**config.mk**
```make
export PLATFORM = sky130hd
export DESIGN_NAME = aes_req_arbiter
export DESIGN_NICKNAME = d
export VERILOG_FILES = /design/src/rtl/aes_arb_pkg.sv /design/src/rtl/aes_rr_arbiter.sv /design/src/rtl/aes_req_arbiter.sv
export SDC_FILE = /design/constraint.sdc
export NUM_CORES = 1
export LEC_CHECK = 0
export ABC_AREA = 1
export CORE_AREA = 2 2 612 614
export DETAILED_ROUTE_END_ITERATION = 8
export DIE_AREA = 0 0 614 616
export PLACE_DENSITY = 0.3
export SLEW_MARGIN = 30
export SYNTH_ARGS = -nofsm -noshare
export SYNTH_HDL_FRONTEND = slang
export SYNTH_SLANG_ARGS = --single-unit
```
**constraint.sdc**
```tcl
create_clock -name clk -period 3.22 [get_ports clk]
set_input_delay 0.644 -clock clk [delete_from_list [all_inputs] [get_ports clk]]
set_output_delay 0.644 -clock clk [all_outputs]
set_load 0.01 [all_outputs]
```
**src/rtl/aes_arb_pkg.sv**
```systemverilog
// Shared types and helpers for the AES request arbiter: sequencer states,
// data width and the round-robin pick function used by the arbiter.
package aes_arb_pkg;

    localparam int AES_W    = 128;
    localparam int MAX_N    = 16;
    localparam int MAX_ID_W = 4;

    typedef enum logic [1:0] {
        IDLE = 2'd0,
        LOAD = 2'd1,
        BUSY = 2'd2,
        RESP = 2'd3
    } state_t;

    typedef struct packed {
        logic                found;
        logic [MAX_ID_W-1:0] idx;
    } pick_t;

    // Search valid[] starting at ptr and wrapping at n; first hit wins.
    function automatic pick_t rr_pick(input logic [MAX_N-1:0]    valid,
                                      input logic [MAX_ID_W-1:0] ptr,
                                      input int                  n);
        pick_t res;
        int    cand;
        res = '0;
        for (int k = 0; k < MAX_N; k++) begin
            cand = int'(ptr) + k;
            if (cand >= n) begin
                cand = cand - n;
            end
            if ((k < n) && !res.found && valid[cand[MAX_ID_W-1:0]]) begin
                res.found = 1'b1;
                res.idx   = cand[MAX_ID_W-1:0];
            end
        end
        return res;
    endfunction

endpackage

```
**src/rtl/aes_rr_arbiter.sv**
```systemverilog
// N-way round-robin priority picker. Purely combinational: the caller owns
// the rotating pointer and advances it after each accepted grant.
module aes_rr_arbiter
    import aes_arb_pkg::*;
#(
    parameter  int N    = 4,
    localparam int ID_W = $clog2(N)
) (
    input  logic [N-1:0]    valid,
    input  logic [ID_W-1:0] ptr,
    output logic [ID_W-1:0] grant,
    output logic            found,
    output logic [N-1:0]    grant_oh
);

    logic [MAX_N-1:0]    valid_ext;
    logic [MAX_ID_W-1:0] ptr_ext;
    pick_t               pick;

    // Widen the request vector and pointer to the fixed width the helper expects.
    always_comb begin
        valid_ext          = '0;
        valid_ext[N-1:0]   = valid;
        ptr_ext            = '0;
        ptr_ext[ID_W-1:0]  = ptr;
    end

    assign pick  = rr_pick(valid_ext, ptr_ext, N);
    assign grant = pick.idx[ID_W-1:0];
    // The range test can never reject a real pick; it keeps a bad index from
    // ever turning into a grant.
    assign found = pick.found && ({1'b0, pick.idx} < 5'(N));

    // One-hot form of the grant, all-zero when nobody is requesting.
    always_comb begin
        grant_oh = '0;
        if (found) begin
            grant_oh[grant] = 1'b1;
        end
    end

endmodule

```
**src/rtl/aes_req_arbiter.sv**
```systemverilog
// Shares one AES cipher core between N requesters. A round-robin arbiter picks
// a request in IDLE, the sequencer pulses the core load, waits for done under
// a watchdog, then presents the tagged ciphertext on the response channel.
module aes_req_arbiter
    import aes_arb_pkg::*;
#(
    parameter  int N       = 4,
    parameter  int TIMEOUT = 64,
    localparam int ID_W    = $clog2(N)
) (
    input  logic                 clk,
    input  logic                 rst,
    input  logic [N-1:0]         req_valid,
    output logic [N-1:0]         req_ready,
    input  logic [N*AES_W-1:0]   req_key,
    input  logic [N*AES_W-1:0]   req_text,
    output logic                 rsp_valid,
    input  logic                 rsp_ready,
    output logic [ID_W-1:0]      rsp_id,
    output logic [AES_W-1:0]     rsp_data,
    output logic                 rsp_err,
    output logic                 busy,
    output logic                 aes_ld,
    output logic [AES_W-1:0]     aes_key,
    output logic [AES_W-1:0]     aes_text_in,
    input  logic [AES_W-1:0]     aes_text_out,
    input  logic                 aes_done
);

    localparam int TMR_W = $clog2(TIMEOUT);

    state_t            state;
    state_t            next_state;
    logic [ID_W-1:0]   rr_ptr;
    logic [ID_W-1:0]   grant;
    logic              found;
    logic [N-1:0]      grant_oh;
    logic              accept;
    logic              timed_out;
    logic [TMR_W-1:0]  timer;
    logic [AES_W-1:0]  key_q;
    logic [AES_W-1:0]  text_q;
    logic [ID_W-1:0]   id_q;
    logic [AES_W-1:0]  rsp_data_q;
    logic              rsp_err_q;

    aes_rr_arbiter #(
        .N (N)
    ) u_arb (
        .valid    (req_valid),
        .ptr      (rr_ptr),
        .grant    (grant),
        .found    (found),
        .grant_oh (grant_oh)
    );

    // Ready is combinational from valid, so any pick made in IDLE is a handshake.
    assign accept    = (state == IDLE) && found;
    assign timed_out = (timer == TMR_W'(TIMEOUT - 1));

    // Sequencer state register; reset abandons any in-flight request.
    always_ff @(posedge clk or negedge rst) begin
        if (!rst) begin
            state <= IDLE;
        end else begin
            state <= next_state;
        end
    end

    // Sequencer transitions; done takes priority over the watchdog in BUSY.
    always_comb begin
        next_state = state;
        case (state)
            IDLE:    if (found) next_state = LOAD;
            LOAD:    next_state = BUSY;
            BUSY:    if (aes_done || timed_out) next_state = RESP;
            RESP:    if (rsp_ready) next_state = IDLE;
            default: next_state = IDLE;
        endcase
    end

    // Handshake and core-control outputs decoded from the current state.
    always_comb begin
        req_ready = '0;
        aes_ld    = 1'b0;
        rsp_valid = 1'b0;
        busy      = (state != IDLE);
        case (state)
            IDLE:    req_ready = grant_oh;
            LOAD:    aes_ld    = 1'b1;
            RESP:    rsp_valid = 1'b1;
            default: ;
        endcase
    end

    // Capture the winning request and rotate priority past the winner.
    always_ff @(posedge clk or negedge rst) begin
        if (!rst) begin
            key_q  <= '0;
            text_q <= '0;
            id_q   <= '0;
            rr_ptr <= '0;
        end else if (accept) begin
            key_q  <= req_key[int'(grant)*AES_W +: AES_W];
            text_q <= req_text[int'(grant)*AES_W +: AES_W];
            id_q   <= grant;
            rr_ptr <= (grant == ID_W'(N - 1)) ? '0 : grant + ID_W'(1);
        end
    end

    // Watchdog: cleared while loading, counts every BUSY cycle without done.
    always_ff @(posedge clk or negedge rst) begin
        if (!rst) begin
            timer <= '0;
        end else if (state == LOAD) begin
            timer <= '0;
        end else if ((state == BUSY) && !aes_done && !timed_out) begin
            timer <= timer + TMR_W'(1);
        end
    end

    // Response payload is written only on leaving BUSY, so it holds through RESP.
    always_ff @(posedge clk or negedge rst) begin
        if (!rst) begin
            rsp_data_q <= '0;
            rsp_err_q  <= 1'b0;
        end else if (state == BUSY) begin
            if (aes_done) begin
                rsp_data_q <= aes_text_out;
                rsp_err_q  <= 1'b0;
            end else if (timed_out) begin
                rsp_data_q <= '0;
                rsp_err_q  <= 1'b1;
            end
        end
    end

    assign rsp_id      = id_q;
    assign rsp_data    = rsp_data_q;
    assign rsp_err     = rsp_err_q;
    assign aes_key     = key_q;
    assign aes_text_in = text_q;

endmodule
```
* After elaboration in Yosys (flattened, before gate mapping)
Index checks and enable logic that the tools add are counted.
** Cells by class
- $add $sub $neg :: 9
- Mux-type cells :: 33
- Reductions and logical operators :: 20
- Shifts and indexed selects :: 2
- Equality and inequality tests :: 8
- Magnitude comparators :: 11
** Operators with widths (count)
- $shiftx A512 B10 Y128 :: 2
- $mux W128 :: 2
- $ge A32 B4 Y1 const B :: 3
- $mux W4 :: 6
- $lt A4 B5 Y1 const B :: 4
- $mux W5 :: 4
- $bmux W1 S4 :: 4
- $mux W6 :: 2
- $sub A4 B4 Y4 const B :: 3
- $mux W1 :: 9
- $logic_and A1 B1 Y1 :: 8
- $mux W2 :: 4
- $pmux W2 S4 :: 1
- $add A2 B2 Y3 const B :: 2
- $add A6 B1 Y6 const B :: 1
- $eq A2 B2 Y1 const B :: 3
- $eq A6 B6 Y1 const B :: 1
- $ne A2 B2 Y1 const B :: 3
- $reduce_bool A2 Y1 :: 3
- $logic_not A1 Y1 :: 5
- $lt A4 B3 Y1 const B :: 1
- $sub A2 B3 Y4 const B :: 1
- $add A2 B1 Y3 const B :: 1
- $ge A2 B3 Y1 const B :: 1
- 9 further kinds :: 9
** Word-level totals
- Logic and storage cells :: 91
- Input port bits :: 1160
- Output and inout port bits :: 394
- Register bits :: 397

* Depth between registers and ports, before layout
Gate-level depths: netlist (run 1).
- Depth in word-level cells :: 20
- Gate-level depth with buffers :: 18
- Mapped depth without buffers :: 15

* Cells and area by module
A second synthesis (run 1) with hierarchy kept.
** Unflattened totals
- Cells, all modules :: 3131
- Area, all modules :: 22890.7 µm²
** By module, submodules not included
- aes_req_arbiter :: seq. area each 9934.5 µm², cells each 3061, instances 1, area each 22461.5 µm²
- aes_rr_arbiter :: seq. area each 0.0 µm², cells each 70, instances 1, area each 429.2 µm²

* Worst setup path after synthesis (run 1)
OpenSTA, ideal clock, no wires.
- Kind :: reg2out
- Start point :: register rr_ptr[0]
- End point :: output req_ready[3]
- Stages on the path, launching flop included :: 17
- Buffers on the path :: 3
- Setup slack :: 0.379 ns
- Arrival :: 2.197 ns
- Data required time :: 2.576 ns
- Path through :: dfrtp_1 > buf_6 > inv_4 > ha_1 > inv_1 > nand3_1 > nand2_1 > nand2_1 > nand2_1 > nor2_1 > nand2_2 > nand2_4 > buf_2 > buf_2 > ha_1 > inv_1 > nor2_1
** On the way
- Cells in the longest elaborated chain, start to end :: 20
- Elaborated cells on any way between the ends :: 42
- Classes of those cells :: add/sub: 7; order compare: 7; mux: 20; reduce/logical: 8
** RTL lines
- start, declared :: RTL line aes_req_arbiter.sv:34 : logic [ID_W-1:0] rr_ptr;
- start signal, assigned :: RTL line aes_req_arbiter.sv:107 : rr_ptr <= (grant == ID_W'(N - 1)) ? '0 : grant + ID_W'(1);
- branches (longest 13 deep; another with $ge A32 B4 Y1)
- $mux W5 * :: RTL line aes_arb_pkg.sv:33 : if ((k < n) && !res.found && valid[cand[MAX_ID_W-1:0]]) begin
- via grant[0] :: RTL line aes_req_arbiter.sv:35 : logic [ID_W-1:0] grant;
- $lt A2 B3 Y1 (implied by the code) or $ge A2 B1 Y1 (tied branches) :: RTL line aes_rr_arbiter.sv:38 : grant_oh[grant] = 1'b1;
- $logic_and A1 B1 Y1 (implied by the code) :: RTL line aes_rr_arbiter.sv:38
- $mux W1 (implied by the code) :: RTL line aes_rr_arbiter.sv:38
- $demux W1 S2
- $mux W4 * :: RTL line aes_rr_arbiter.sv:37 : if (found) begin
- $mux W4 * :: RTL line aes_req_arbiter.sv:88 : case (state)
- end, declared :: RTL line aes_req_arbiter.sv:14 : output logic [N-1:0] req_ready,
Mark *: on every way through the listed nets, which the timed path passes. The select of a mux whose other input is x is not followed.

* Final worst setup path (run 1)
- Start point :: register rr_ptr[0]
- End point :: output req_ready[3]
** On the way
- Cells in the longest elaborated chain, start to end :: 20
- Elaborated cells on any way between the ends :: 42
- Classes of those cells :: add/sub: 7; order compare: 7; mux: 20; reduce/logical: 8
** RTL lines (RTL line)
- branches (longest 13 deep; another with $ge A32 B4 Y1)
- $mux W5 * :: aes_arb_pkg.sv:33
- $lt A2 B3 Y1 (implied by the code) or $ge A2 B1 Y1 (tied branches) :: aes_rr_arbiter.sv:38
- $logic_and A1 B1 Y1 (implied by the code) :: aes_rr_arbiter.sv:38
- $mux W1 (implied by the code) :: aes_rr_arbiter.sv:38
- $demux W1 S2
- $mux W4 * :: aes_rr_arbiter.sv:37
- $mux W4 * :: aes_req_arbiter.sv:88
Mark *: on every way between the ends. The select of a mux whose other input is x is not followed.

==> impl_metrics.tcl, run 1 <==
set metrics [dict create \
    core-area_mm2 0.371 \
    cts_buffers 71 \
    slew_headroom_pct 41.8 \
    dp.cells 10400 \
    drv_cap 0 \
    use_met3_pct 4.57 \
    drc_errors 0 \
    start_util_pct 6.82 \
    cp_data_required_time_ns 2.58 \
    worstSetupPathType "reg2out" \
    end_kind "output pin" \
    dr.pass1.iters 8 \
    hold_violations 0 \
    multi_input_area_mm2 0.0123 \
    ys_seq_area_share_pct 39.2 \
    worst_ep_arrival_time_ns 2.84 \
    first_iter_violations 2115 \
    cts_tree "built" \
    max_stage_delay_ns 0.40 \
    path_buf_inv 7 \
    synth.distinct_cells 27 \
    path_max_fanout 5 \
    setup_viol 4 \
    port_buffers 1553 \
    synth-seq-cells 397 \
    worst_path_most_repeated_cell "inv_4" \
    peakVddDrop_mv 0.731 \
    max_freq_mhz 287 \
    wl_per_cell_um 26.5 \
    syn-num-nets 5147 \
    layout_setup_ws_ns -0.267 \
    final_antenna_net_count 0 \
    num_io_pins 1554 \
    fillers 43000 \
    slew_violations 0 \
    crit_chain "inv_4 -> ha_4 -> inv_4 -> nand2_2 -> nand2_2 -> nor2_4 -> buf_6 -> nand4_4 -> nand2_8 -> inv_6 -> buf_12 -> ha_4 -> inv_4 -> nor2_4 -> buf_12" \
    grt_first_pass_wirelength_mm 355 \
    antenna_found_initial 176 \
    root_buffer "clkbuf_16" \
    cts_max_level 3 \
    grt_util_met2_pct 25.0 \
    nets 6696 \
    met1_usage_pct 16.6 \
    synth_area_mm2 0.0253 \
    grt_overflow_total 0 \
    pre_cts_ws_ns -0.771 \
    power_density_mw_per_mm2 1210 \
    hp-class "in2async" \
    period_needed_ns 3.49 \
    synth.avg_cell_area_um2 6.37 \
    clock-sinks 397 \
    place_congestion 0.885 \
    dieArea_mm2 0.378 \
    violations "setup timing" \
    ys_warn_count 0 \
    top_usage_layer "met2" \
    first_global_vias 34300 \
    dp_hpwl_mm 237 \
    layout-drive-gt1-share_pct 6.36 \
    fin_worst_skew_ns 0.0649 \
    clock_latency_ns 0.78 \
    cpLargestDelayFamily "buffers and inverters" \
    rsz0062_at_grt "true" \
    die_y_um 616 \
    regArea_mm2 0.00993 \
    final_cells 10600 \
    vias 33700 \
    tightest_slew_ns 0.873 \
    grtUsageTotal_pct 14.2 \
    startpoint_type "flop" \
    outcome "complete, but fails checks" \
    areaGrowthSynthToFinish_pct 99.7 \
    viasPerCell 3.18 \
    clkTransAtPathRegs_ns 0.05 \
    rows 224 \
    min_period_over_period_pct 108 \
    die_width_um 614 \
    power_leakage_uw 0.0235 \
    slowest_stage "dfrtp_1" \
    grt_max_degree 102 \
    routed_wl_mm 280 \
    syn_inst 3975 \
    cts_max_path_buffers 4 \
]
==> layout by cell type (no fill, tap or decap), types with 13 or more instances in the layout <==
cell             count
diode_2             35
clkdlybuf4s50_1   1541
nand2_1           1958
inv_1              510
buf_12              52
nand3_1            638
clkbuf_16           73
buf_4              130
a22o_1             128
dfrtp_1            397
clkbuf_8            13
==> logic make-up after synthesis <==
group	count (synthesis)	share of synthesized area (%)
fa+ha+maj	12	0.593
flops	397	39.2
simple gates	2629	42.4
compound gates	148	4.87
buf+inv	788	12.8
xor+xnor	1	0.0346
==> per-layer routing <==
metal | routed length, um | vias up | part of all wire, %
met1 | 112000 | 16400 | 40
met4 | 5660 | 76 | 2.0
met5 | 486 | - | 0.17
li1 | - | 15300 | -
met3 | 23700 | 409 | 8.5
met2 | 139000 | 1427 | 49
==> timing repair <==
action / CTS / global route
gates cloned: 0 / 1
pin swaps: 12 / 11
gates resized for setup: 47 / 16
hold buffers: 1 / 0
endpoints found under the hold margin: 11 / 0
endpoints found under the setup margin: 29 / 35
buffers inserted: 9 / 1
==> synthesized netlist by cell type, drive strengths merged <==
master	number	area, um2
a211oi	2	15.0
buf	190	992
clkbuf	75	282
clkinv	1	5.00
o21ai	10	50.1
xor2	1	8.76
a21oi	6	30.0
a311oi	1	8.76
a21boi	1	7.51
nand4	1	12.5
a22o	128	1120
inv	522	1970
dfrtp	397	9930
nor2	12	70.1
nand2	1972	7430
nand3	644	3230
ha	12	150
==> metrics by stage <==
| stage | setup TNS (ns) | power (uW) | cell area (um2) | utilization, % | hold slack [ns] |
|---|---|---|---|---|---|
| floorplan | 0 | 29400 | 25300 | - | 0.348 |
| global placement | -118.39 | 53900 | 47900 | 12.9 | 0.456 |
| detailed placement | -92.72 | 53700 | 47900 | 12.9 | 0.464 |
| CTS | -1.59 | 63000 | 50400 | 13.6 | 0.288 |
| global route | -1.66 | 66400 | 50500 | 13.6 | 0.323 |
| finish | -0.969 | 61000 | 50600 | 13.6 | 0.357 |
==> flip-flops by register name, indices dropped and copies added, names as in the netlist <==
signal	count
timer	6
aes_key	128
rsp_id	2
state	2
rsp_data	128
aes_text_in	128
rr_ptr	2
rsp_err	1
==> power breakdown <==
group	internal, uW	switching, uW
Combinational	15600	28100
Sequential	7530	1730
Clock	4780	3260
Total	28000	33100
==> area by class of cell <==
cell class / instances / share of cell area, %
timing repair buffer: 1741 / 35.0
multi-input combinational: 2790 / 24.4
sequential: 397 / 19.6
tap: 4972 / 12.3
clock buffer: 94 / 3.98
inverter: 523 / 3.96
clock inverter: 25 / 0.559
antenna: 35 / 0.173
==> final timing paths <==
check | slack (ns) | start | end | cells after the start
worst max-delay path | -0.27 | rr_ptr[0] | req_ready[3] | 15
worst min-delay path | 0.36 | rst | rsp_data[37] | 2
worst max register to register | 0.15 | rr_ptr[0] | aes_text_in[117] | 16
min in group clk | 0.47 | aes_text_out[30] | rsp_data[30] | 2
max in group asynchronous | 1.71 | rst | aes_text_in[4] | 4
worst min register to register | 0.48 | aes_key[109] | aes_key[109] | 2
Power figures use the tool's default switching activity.
==> run 2, diff against run 1 <==
- GPL_TIMING_DRIVEN: unset -> 0
==> impl_metrics.tcl, run 2 (synthesis gave the netlist of run 1 again) <==
set metrics [dict create \
    path_depth 18 \
    areaGrowthSynthToFinish_pct 102 \
    start_util_pct 6.82 \
    antenna_found_initial 172 \
    layout_commonest_cell "nand2_1" \
    cts_max_path_buffers 4 \
    cts_max_level 3 \
    cp_data_required_time_ns 2.58 \
    fillers 42900 \
    crit_chain "buf_6 -> inv_8 -> ha_4 -> inv_4 -> nand3_2 -> nand2_1 -> nand2_1 -> nand2_2 -> nor2_4 -> nand2_8 -> nand2_8 -> clkinv_8 -> buf_12 -> buf_16 -> ha_4 -> inv_2 -> nor2_1 -> buf_4" \
    clock_latency_ns 0.78 \
    mostFrequentLayoutCells "nand2_1 (1907), clkdlybuf4s50_1 (1548), nand3_1 (620)" \
    p_sw_uw 39400 \
    dp.cells 10500 \
    violations "setup timing" \
    grtUsageTotal_pct 16.1 \
    cts_buffers 72 \
    port_buffers 1553 \
    outcome "complete, but fails checks" \
    first_iter_violations 2278 \
    p_comb_share_pct 75.0 \
    hp-class "in2async" \
    drv_cap 0 \
    max_freq_mhz 264 \
    hold_violations 0 \
    die_width_um 614 \
    vias 34600 \
    worstSetupPathType "reg2out" \
    drc_errors 0 \
    core-area_mm2 0.371 \
    clock-sinks 397 \
    rsz0062_at_grt "true" \
    pre_cts_ws_ns -2.94 \
    nets 6820 \
    reg2reg_depth 16 \
    root_buffer "clkbuf_16" \
    met1_usage_pct 18.3 \
    worst_hold_slack_ns 0.352 \
    die_y_um 616 \
    first_global_vias 35500 \
    layout-drive-gt1-share_pct 8.31 \
    slowest_stage "dfrtp_1" \
    grt_util_met2_pct 29.0 \
    dpl_cell_area_mm2 0.0473 \
    max_stage_delay_ns 0.36 \
    internal_power_uw 28800 \
    peakVddDrop_mv 0.649 \
    clkTransAtPathRegs_ns 0.05 \
    slew_violations 0 \
    top_usage_layer "met2" \
    grt_max_degree 67 \
    cts_tree "built" \
    slew_headroom_pct 31.9 \
    grt_overflow_total 0 \
    dp_hpwl_mm 274 \
    use_met3_pct 4.69 \
    dr.pass1.iters 6 \
    path_max_fanout 5 \
    layout_setup_ws_ns -0.562 \
    routed_wl_mm 316 \
    num_io_pins 1554 \
    viasPerCell 3.23 \
    tightest_slew_ns 1.02 \
    period_needed_ns 3.78 \
    worst_ep_arrival_time_ns 3.14 \
    final_area_mm2 0.0511 \
    path_buf_inv 8 \
    setup_viol 4 \
    power_density_mw_per_mm2 1330 \
    startpoint_type "flop" \
    power_leakage_uw 0.0238 \
    grt_first_pass_wirelength_mm 393 \
    place_congestion 0.900 \
    rows 224 \
    final_antenna_net_count 0 \
    end_kind "output pin" \
    min_period_over_period_pct 117 \
    clockPowerShare_pct 11.3 \
    final_cells 10700 \
    fin_worst_skew_ns 0.0658 \
    wl_per_cell_um 29.6 \
    seq_power_share_pct 13.7 \
    swShare_pct 57.8 \
    dieArea_mm2 0.378 \
    cpLargestDelayFamily "buffers and inverters" \
]
[run 2: cell count changes in the layout (fill, tap and decap cells not counted), moves of 16 or more]
cell / before / now
buf_4: 130 / 64
clkbuf_2: 0 / 25
buf_12: 52 / 15
buf_6: 12 / 28
clkbuf_4: 0 / 22
nand3_1: 638 / 620
nand2_2: 9 / 47
nand3_2: 4 / 22
clkbuf_1: 9 / 64
nand2_1: 1958 / 1907
buf_2: 0 / 75
[run 2: timing repair]
| action | 4_1_cts | 5_1_grt |
|---|---|---|
| hold buffers | 1 | 0 |
| endpoints found under the setup margin | 264 | 233 |
| setup buffers | 32 | 8 |
| gates resized for setup | 227 | 174 |
| pin swaps | 19 | 14 |
| endpoints found under the hold margin | 50 | 0 |
[run 2: cell type report]
type                            count  area (um2)  area share, %
Antenna cell                       36        90.1          0.176
Tap cell                         4972        6220           12.2
Buffer                            264        1870           3.66
Timing Repair Buffer             1600       16200           31.6
Clock buffer                       96        2010           3.94
Multi-Input combinational cell   2790       12600           24.7
Clock inverter                     21         189          0.370
Sequential cell                   397        9930           19.4
Inverter                          523        2010           3.93
[run 2: metal layers]
metal	routed length, um	part of all wire (%)	up-vias
met3	24100	7.6	419
met4	9080	2.9	64
li1	-	-	15600
met1	123000	39	16900
met5	416	0.13	-
met2	159000	50	1612
[run 2: power groups by stage]
stage | Clock, uW | Combinational, uW | Sequential [uW]
2_1_floorplan | 0 | 19600 | 9830
4_1_cts | 8040 | 51900 | 9300
3_5_place_dp | 0 | 48300 | 9310
3_3_place_gp | 0 | 48500 | 9340
5_1_grt | 8160 | 55800 | 9570
6_report | 7690 | 51100 | 9300
[run 2: path summary, 6_finish.rpt]
check,startpoint,to,slack [ns]
max,rr_ptr[0],req_ready[0],-0.56
min,rst,aes_text_in[98],0.35
max reg2reg,rr_ptr[0],aes_text_in[79],0.03
min reg2reg,timer[4],timer[4],0.47
max in group asynchronous,rst,aes_key[3],1.17
min in group clk,timer[4],timer[4],0.47
[run 2: per-stage QoR]
step                      utilization, %  total power, uW  setup TNS [ns]
after global routing                13.7            73600           -5.04
final                               13.8            68100           -2.13
after floorplan                        -            29400               0
after global placement              12.7            57900        -8489.56
after CTS                           13.6            69200          -25.59
after detailed placement            12.7            57600         -260.89
